`config.mk`:
```
export PLATFORM = sky130hd
export DESIGN_NAME = nd_router_1to2
export DESIGN_NICKNAME = d
export VERILOG_FILES = /design/src/rtl/nd_router_1to2_pkg.sv /design/src/rtl/nd_router_1to2_out_buf.sv /design/src/rtl/nd_router_1to2.sv
export SDC_FILE = /design/constraint.sdc
export NUM_CORES = 1
export LEC_CHECK = 0
export CORE_UTILIZATION = 40
export CTS_BUF_LIST = sky130_fd_sc_hd__clkbuf_4 sky130_fd_sc_hd__clkbuf_8 sky130_fd_sc_hd__clkbuf_16
export DETAILED_ROUTE_END_ITERATION = 8
export PLACE_DENSITY = 0.81
export SYNTH_ARGS = -nofsm -noshare
export SYNTH_HDL_FRONTEND = slang
export SYNTH_SLANG_ARGS = --single-unit
```
`constraint.sdc`:
```
create_clock -name clk -period 2.05 [get_ports clk]
set_input_delay 0.41 -clock clk [delete_from_list [all_inputs] [get_ports clk]]
set_output_delay 0.41 -clock clk [all_outputs]
set_load 0.01 [all_outputs]
```
`src/rtl/nd_router_1to2_pkg.sv`:
```
// Shared sizes, compare operators and state encodings for the 1-to-2 router.
// The range compare helper decides which output a destination goes to.
package nd_router_1to2_pkg;

    localparam int NS_ADDRESS_SIZE = 6;
    localparam int NS_DATA_SIZE    = 4;
    localparam int NS_REDUN_SIZE   = 4;

    localparam bit NS_TRUE  = 1'b1;
    localparam bit NS_FALSE = 1'b0;
    localparam bit NS_ON    = 1'b1;
    localparam bit NS_OFF   = 1'b0;

    typedef enum logic [2:0] {
        NS_GT_OP,
        NS_GTE_OP,
        NS_LT_OP,
        NS_LTE_OP,
        NS_EQ_OP,
        NS_NE_OP
    } ns_op_t;

    typedef enum logic [1:0] {
        IN_IDLE,
        IN_ACKH,
        IN_ACKL
    } in_st_t;

    typedef enum logic [1:0] {
        OB_EMPTY,
        OB_FULL,
        OB_DROP
    } ob_st_t;

    function automatic logic ns_cmp_op(
        input ns_op_t      op,
        input logic [31:0] rv,
        input logic [31:0] val
    );
        logic r;
        r = 1'b0;
        unique case (op)
            NS_GT_OP:  r = (val > rv);
            NS_GTE_OP: r = (val >= rv);
            NS_LT_OP:  r = (val < rv);
            NS_LTE_OP: r = (val <= rv);
            NS_EQ_OP:  r = (val == rv);
            NS_NE_OP:  r = (val != rv);
            default:   r = 1'b0;
        endcase
        return r;
    endfunction

    // Second operand only matters when the test is a range.
    function automatic logic ns_range_cmp_op(
        input logic        is_range,
        input ns_op_t      op1,
        input logic [31:0] rv1,
        input logic [31:0] v1,
        input ns_op_t      op2,
        input logic [31:0] rv2,
        input logic [31:0] v2
    );
        return ns_cmp_op(op1, rv1, v1) &&
               (!is_range || ns_cmp_op(op2, rv2, v2));
    endfunction

endpackage

```
`src/rtl/nd_router_1to2_out_buf.sv`:
```
// One-entry holding register plus 4-phase output handshake FSM.
// Fields hold their last value after the downstream ack.
module nd_out_buf
    import nd_router_1to2_pkg::*;
#(
    parameter int ASZ = NS_ADDRESS_SIZE,
    parameter int DSZ = NS_DATA_SIZE,
    parameter int RSZ = NS_REDUN_SIZE
) (
    input  logic           clk,
    input  logic           reset,
    input  logic           i_load,
    input  logic [ASZ-1:0] i_src,
    input  logic [ASZ-1:0] i_dst,
    input  logic [DSZ-1:0] i_dat,
    input  logic [RSZ-1:0] i_red,
    output logic           o_empty,
    output logic [ASZ-1:0] o_src,
    output logic [ASZ-1:0] o_dst,
    output logic [DSZ-1:0] o_dat,
    output logic [RSZ-1:0] o_red,
    output logic           o_req,
    input  logic           i_ack
);

    ob_st_t         r_st;
    logic           r_req;
    logic [ASZ-1:0] r_src;
    logic [ASZ-1:0] r_dst;
    logic [DSZ-1:0] r_dat;
    logic [RSZ-1:0] r_red;

    always_ff @(posedge clk or negedge reset) begin
        if (!reset) begin
            r_st  <= OB_EMPTY;
            r_req <= 1'b0;
            r_src <= '0;
            r_dst <= '0;
            r_dat <= '0;
            r_red <= '0;
        end else begin
            unique case (r_st)
                OB_EMPTY: begin
                    if (i_load) begin
                        r_src <= i_src;
                        r_dst <= i_dst;
                        r_dat <= i_dat;
                        r_red <= i_red;
                        r_req <= 1'b1;
                        r_st  <= OB_FULL;
                    end
                end
                OB_FULL: begin
                    if (i_ack) begin
                        r_req <= 1'b0;
                        r_st  <= OB_DROP;
                    end
                end
                OB_DROP: begin
                    if (!i_ack) begin
                        r_st <= OB_EMPTY;
                    end
                end
                default: begin
                    r_req <= 1'b0;
                    r_st  <= OB_EMPTY;
                end
            endcase
        end
    end

    assign o_empty = (r_st == OB_EMPTY);
    assign o_req   = r_req;
    assign o_src   = r_src;
    assign o_dst   = r_dst;
    assign o_dat   = r_dat;
    assign o_red   = r_red;

endmodule

```
`src/rtl/nd_router_1to2.sv`:
```
// Routing node: one 4-phase input channel steered to one of two buffered
// outputs by a parameterised compare on the destination address.
module nd_router_1to2
    import nd_router_1to2_pkg::*;
#(
    parameter ns_op_t      OPER_1    = NS_GT_OP,
    parameter logic [31:0] REF_VAL_1 = '0,
    parameter bit          IS_RANGE  = NS_FALSE,
    parameter ns_op_t      OPER_2    = NS_GT_OP,
    parameter logic [31:0] REF_VAL_2 = '0,
    parameter int          ASZ       = NS_ADDRESS_SIZE,
    parameter int          DSZ       = NS_DATA_SIZE,
    parameter int          RSZ       = NS_REDUN_SIZE
) (
    input  logic           clk,
    input  logic           reset,
    input  logic [ASZ-1:0] i0_src,
    input  logic [ASZ-1:0] i0_dst,
    input  logic [DSZ-1:0] i0_dat,
    input  logic [RSZ-1:0] i0_red,
    input  logic           i0_req,
    output logic           i0_ack,
    output logic [ASZ-1:0] o0_src,
    output logic [ASZ-1:0] o0_dst,
    output logic [DSZ-1:0] o0_dat,
    output logic [RSZ-1:0] o0_red,
    output logic           o0_req,
    input  logic           o0_ack,
    output logic [ASZ-1:0] o1_src,
    output logic [ASZ-1:0] o1_dst,
    output logic [DSZ-1:0] o1_dat,
    output logic [RSZ-1:0] o1_red,
    output logic           o1_req,
    input  logic           o1_ack
);

    in_st_t r_st;
    logic   r_ack;
    logic   w_sel0;
    logic   w_empty0;
    logic   w_empty1;
    logic   w_take;
    logic   w_load0;
    logic   w_load1;

    assign w_sel0 = ns_range_cmp_op(IS_RANGE,
                                    OPER_1, REF_VAL_1, 32'(i0_dst),
                                    OPER_2, REF_VAL_2, 32'(i0_dst));

    // A full target buffer parks the message on the input without acking.
    assign w_take  = (r_st == IN_IDLE) && i0_req && !r_ack;
    assign w_load0 = w_take && w_sel0 && w_empty0;
    assign w_load1 = w_take && !w_sel0 && w_empty1;

    always_ff @(posedge clk or negedge reset) begin
        if (!reset) begin
            r_st  <= IN_IDLE;
            r_ack <= 1'b0;
        end else begin
            unique case (r_st)
                IN_IDLE: begin
                    if (w_load0 || w_load1) begin
                        r_ack <= 1'b1;
                        r_st  <= IN_ACKH;
                    end
                end
                IN_ACKH: begin
                    if (!i0_req) begin
                        r_ack <= 1'b0;
                        r_st  <= IN_ACKL;
                    end
                end
                IN_ACKL: r_st <= IN_IDLE;
                default: begin
                    r_ack <= 1'b0;
                    r_st  <= IN_IDLE;
                end
            endcase
        end
    end

    assign i0_ack = r_ack;

    nd_out_buf #(.ASZ(ASZ), .DSZ(DSZ), .RSZ(RSZ)) u_buf0 (
        .clk     (clk),
        .reset   (reset),
        .i_load  (w_load0),
        .i_src   (i0_src),
        .i_dst   (i0_dst),
        .i_dat   (i0_dat),
        .i_red   (i0_red),
        .o_empty (w_empty0),
        .o_src   (o0_src),
        .o_dst   (o0_dst),
        .o_dat   (o0_dat),
        .o_red   (o0_red),
        .o_req   (o0_req),
        .i_ack   (o0_ack)
    );

    nd_out_buf #(.ASZ(ASZ), .DSZ(DSZ), .RSZ(RSZ)) u_buf1 (
        .clk     (clk),
        .reset   (reset),
        .i_load  (w_load1),
        .i_src   (i0_src),
        .i_dst   (i0_dst),
        .i_dat   (i0_dat),
        .i_red   (i0_red),
        .o_empty (w_empty1),
        .o_src   (o1_src),
        .o_dst   (o1_dst),
        .o_dat   (o1_dat),
        .o_red   (o1_red),
        .o_req   (o1_req),
        .i_ack   (o1_ack)
    );

endmodule

```
==> results of run 1 <==
[cell usage in the layout (no fill, tap or decap)]
cell type and n:
clkdlybuf4s50_1 66, dfrtp_1 49, mux2_2 18, mux2_4 16, nand2_1 8, and2_1 8, buf_4 7, nor2_1 5
clkbuf_8 5, o21ai_0 3, xor2_1 2, nor4_1 1, or4b_1 1, a2111o_1 1, nor4b_1 1, nand4_1 1
inv_1 1, and2b_2 1, nand3_1 1, a311oi_1 1, nor3_1 1, inv_6 1, clkinvlp_4 1, clkinv_2 1
buf_2 1, buf_6 1, buf_12 1
[per-layer routing]
layer	global-route usage	part of all wire
met1	0.2184	0.49
met2	0.2381	0.45
met3	0.05204	0.061
met4	0.03922	0.0060
met5	0	0
[synth_stat cells]
master,instances
dfrtp_1,49
mux2_2,18
mux2_4,16
and2_1,8
nand2_1,8
nor2_1,5
o21ai_0,3
buf_12,2
clkbuf_1,2
xor2_1,2
a2111o_1,1
a311oi_1,1
and2b_2,1
buf_6,1
inv_1,1
nand3_1,1
nand4_1,1
nor3_1,1
nor4_1,1
nor4b_1,1
or4b_1,1
[per-stage QoR]
stage / power [mW] / instance area (sq um) / utilization
finish: 3.386 / 2779 / 0.6169
global route: 3.596 / 2779 / 0.6169
CTS: 3.431 / 2779 / 0.6169
detailed placement: 2.856 / 2685 / 0.5961
global placement: 2.815 / 2685 / 0.5961
floorplan: 2.179 / 1933 / -
[flip-flops by register name, indices dropped and copies added, names as in the netlist]
signal and flops:
i0_ack 1, r_st 2, u_buf0.o_dat 4, u_buf0.o_dst 6
u_buf0.o_red 4, u_buf0.o_req 1, u_buf0.o_src 6, u_buf0.r_st 2
u_buf1.o_dat 4, u_buf1.o_dst 6, u_buf1.o_red 4, u_buf1.o_req 1
u_buf1.o_src 6, u_buf1.r_st 2
[where the power goes]
group | internal [mW] | total (mW) | leakage (nW) | switching [mW]
clock | 0.242 | 0.556 | 0.0445 | 0.314
combinational | 0.915 | 1.38 | 0.654 | 0.462
sequential | 1.27 | 1.45 | 0.630 | 0.185
[critical path: stages]
cell             delay [ps]
clkdlybuf4s50_1         480
or4b_1                  430
a2111o_1                330
buf_4                   200
mux2_4                  300
[cells by family after synthesis]
| logic type | share of synthesized area |
|---|---|
| xor+xnor | 0.009063 |
| buf+inv | 0.03236 |
| simple gates | 0.07703 |
| flops | 0.6343 |
| mux | 0.2291 |
| compound gates | 0.01812 |
[worst max-delay path by stage]
stage / cells after the start / start / to / slack, ps
floorplan: 5 / i0_ack / u_buf0.o_dat[3] / 40
global placement: 5 / i0_req / u_buf0.o_src[2] / -320
detailed placement: 5 / i0_req / u_buf0.o_dst[2] / -360
CTS: 5 / i0_req / u_buf0.o_dat[0] / -10
global route: 5 / i0_req / u_buf0.o_dat[0] / 30
finish: 5 / i0_req / u_buf0.o_dat[0] / 70
[timing repair]
item	in CTS	in global routing
pin swaps	0	1
endpoints found under the setup margin	13	21
setup buffers	0	0
gates resized for setup	1	0
[layout make-up]
type / count / area share
clock buffer: 5 / 0.02476
clock inverter: 3 / 0.007654
inverter: 1 / 0.001351
multi-input combinational: 69 / 0.2319
sequential: 49 / 0.4412
tap: 52 / 0.02341
timing repair buffer: 76 / 0.2697
==> out/metrics.cfg, run 1 <==
[logic_synthesis]
synth_cell_type_count=21
ys_seq_area_frac=0.6343
synth_area_leaders=dfrtp_1 63%, mux2_4 12%, mux2_2 10%
netlist.area_leader.share=0.6343
ys_seq_elements=49
ys_warn_count=0
syn_nets=149
yosysTopAreaCell=dfrtp_1
avgSynthCellArea_sq_um=15.59
syn-cell-area_sq_mm=0.001933
syn-instance-count=124

[worst_setup_path]
critical_path_required_ps=2230
crit_arrival_ps=2160
r2r_end=u_buf0.o_dat[0]
reg2reg_slack_ps=160
path_max_fanout=9
worstReg2RegStart=i0_ack
reg2reg_depth=4
cp-end-kind=flip-flop
path_class=in2reg
cp-start-kind=input port

[power]
leakage_nw=1.329
power.density_mw_per_mm2=1219
peakVddDrop_mv=0.4587

[floorplan]
fp.dieW_um=71.52
start_util=0.4292
coreArea_sq_mm=0.004504
fp-row-count=24
fp.dieH_um=71.52
ioPinCount=68
die_area_sq_mm=0.005115

[clocking]
cts_tree=yes
clk_latency_ps=300
cts_root_buf=clkbuf_8
path_clk_slew_ps=90
cts_buffers=5
cts_sinks=49
cts_hold_buf=0
clock_tree.buffer_depth=2
h-tree-depth=2

[global_route]
antenna_found_initial=0
grt_pass1_wl_um=6120
grt_usage=0.1564
grt-ovfl-total=0
grt_pass1_vias=1261
grt_max_degree=28

[routing]
drtPass1Iterations=2
wl_per_cell_um=14.29
drt_iter0_drc=76
viasPerCell=4.847
drc_errors=0
vias=1236
drtAntennaViolNets=0
drt_wl_total_um=3645

[sta]
setup_viol=0
rsz0062_at_grt=false
hold-worst-slack_ps=77.69
period_share=0.9659
hold_violations=0
fin_setup_tns_ps=0
fin_ws_ps=69.82
tightest_slew_ps=526.4
fmax_mhz=505.0
worst_clock_skew_ps=7.803
slew_violations=0
fin_crit_ps=1980
slew_headroom=0.6491

[layout]
fillCellCount=361
multi_input_area_sq_um=644.4
stdcell_count=255
drive_above_1_share=0.2611
nNetsFinal=227
antenna_cells=0
seqCellArea_sq_mm=0.001226
area_growth_pct=43.75

[place]
port_buffers=67
gp_congestion=0.7194
dpl.hpwl_um=2716
placedCellCount=247
dpl_worst_slack_ps=-360.2

[flow_run]
maxCapViolations=0

[outcome]
status=finished, final reports clean

[hold_path]
min_path_type=in2async

(Power assumes the default switching activity.)
==> run 2, diff against run 1 <==
CORE_UTILIZATION = 44   (was 40)
GPL_ROUTABILITY_DRIVEN = 0   (was not set)
PLACE_DENSITY = 0.84   (was 0.81)
clock period = 2.15 ns   (was 2.05 ns; I/O delays follow)
==> run 2 against run 1 <==
Effect of this change: combinational power decreased by 4%; total power up 3.6%; via count rose by 1.2%; worst hold slack improved by 8.1 ps; non-clock buffer count is 3 lower; setup slack got worse by 8.5 ps; wire length up 16%; final area increased by 1.1%; global-route usage increased by 4.1 points; first-iteration DRC count grew 2.6%; critical endpoint is now u_buf0.o_red[3]; utilization increased by 6.6 points; final cell count decreased by 2.0%.
==> out/metrics.cfg, run 2 (synthesized netlist as in run 1, its figures left out) <==
[outcome]
status=finished, final reports clean

[power]
intPower_mw=2.554
power.density_mw_per_mm2=1248
switching_share=0.2719
combPwrFrac=0.378
peakVddDrop_mv=0.6371
leakage_nw=1.343
switching_power_mw=0.9540
power_frac_seq=0.398
pwr-share-clk=0.224

[routing]
drtPass1Iterations=2
drc_errors=0
drtAntennaViolNets=0
vias=1251
wl_per_cell_um=16.94
drt_wl_total_um=4234
drt_iter0_drc=78
viasPerCell=5.004

[flow_run]
maxCapViolations=0

[floorplan]
die_area_sq_mm=0.004662
fp.dieW_um=68.28
fp.dieH_um=68.28
ioPinCount=68
coreArea_sq_mm=0.004115
start_util=0.4697
fp-row-count=23

[worst_setup_path]
crit_arrival_ps=2270
cp-end-kind=flip-flop
path_max_fanout=21
critical_path_required_ps=2330
cp-start-kind=input port
reg2reg_depth=4
path_class=in2reg

[layout]
drive_above_1_share=0.2500
antenna_cells=0
postLayoutCoreUtil=0.6829
area_growth_pct=45.37
nNetsFinal=224
mostFrequentLayoutCells=66 x clkdlybuf4s50_1, 49 x dfrtp_1, 18 x mux2_2
final_common_cell=clkdlybuf4s50_1

[sta]
fin_crit_ps=2089
tightest_slew_ps=487.5
period_share=0.9715
slew_violations=0
worst_clock_skew_ps=15.73
setup_viol=0
hold-worst-slack_ps=85.80
hold_violations=0
slew_headroom=0.6704
fmax_mhz=478.8
rsz0062_at_grt=false

[clocking]
clk_latency_ps=300
path_clk_slew_ps=100
cts_sinks=49
clock_tree.buffer_depth=2
cts_tree=yes
h-tree-depth=2
cts_root_buf=clkbuf_8
cts_buffers=5

[place]
dpl.hpwl_um=3053
port_buffers=67

[global_route]
grt_usage=0.1969
grt_max_degree=50
grt-ovfl-total=0
grt_pass1_vias=1319
antenna_found_initial=0
grt_pass1_wl_um=6437

[hold_path]
min_path_type=in2async

[run 2: routing by layer]
metal  track usage  vias up  wire length (um)
li1              -      575                 -
met1        0.2361      629              1796
met2        0.3395       42              2168
met3       0.04833        5               210
met4       0.07292        0                58
met5             0        -                 0
[run 2: critical path, cell delays in order]
cell and delay [ps]:
clkdlybuf4s50_1 530, or4b_1 450, a2111o_1 350, buf_12 190, mux2_4 300
[run 2: worst paths after layout]
kind | startpoint | end | slack (ps)
worst max-delay path | i0_req | u_buf0.o_red[3] | 60
worst min-delay path | reset | u_buf0.o_dat[0] | 90
worst max register to register | i0_ack | u_buf0.o_red[3] | 240
worst min register to register | u_buf1.o_dst[0] | u_buf1.o_dst[0] | 490
max in group asynchronous | reset | u_buf1.o_red[0] | 1810
min in group clk | u_buf1.o_dst[0] | u_buf1.o_dst[0] | 490
[run 2: area by class of cell]
cell class | instances | area [sq um]
flip-flops and latches | 49 | 1226
clock buffers | 5 | 68.82
repair buffers | 73 | 735.7
fillers | 287 | 1305
well taps | 50 | 62.56
clock inverters | 3 | 68.82
multi-input cells | 69 | 644.4
inverters | 1 | 3.754
[run 2: repair_timing]
item / 4_1_cts / 5_1_grt
hold endpoints to repair: 0 / 0
setup buffers: 0 / 0
gates resized for setup: 0 / 0
endpoints found under the setup margin: 16 / 0
hold buffers: 0 / 0
[run 2: per-stage QoR]
step	cell area (sq um)	cells	worst slack (ps)	setup TNS [ps]	power [mW]
after floorplan	1933	124	141.3	0	2.077
after global placement	2673	242	-294.5	-5919	2.683
after detailed placement	2673	242	-354.1	-7499	2.744
after CTS	2810	250	60.60	0	3.539
after global routing	2810	250	34.50	0	3.683
final	2810	250	61.31	0	3.508
[run 2: power groups by stage]
stage               registers, mW  clock network [mW]  logic [mW]
floorplan                    1.50                   0       0.578
global placement             1.39                   0        1.29
detailed placement           1.41                   0        1.33
CTS                          1.40               0.799        1.34
global route                 1.43               0.835        1.42
finish                       1.40               0.787        1.32
==> run 3, diff against run 2 <==
CTS_CLUSTER_SIZE = 40   (was not set)
==> results of run 3 <==
Final layout, timing and power as in run 2 (identical DEF).
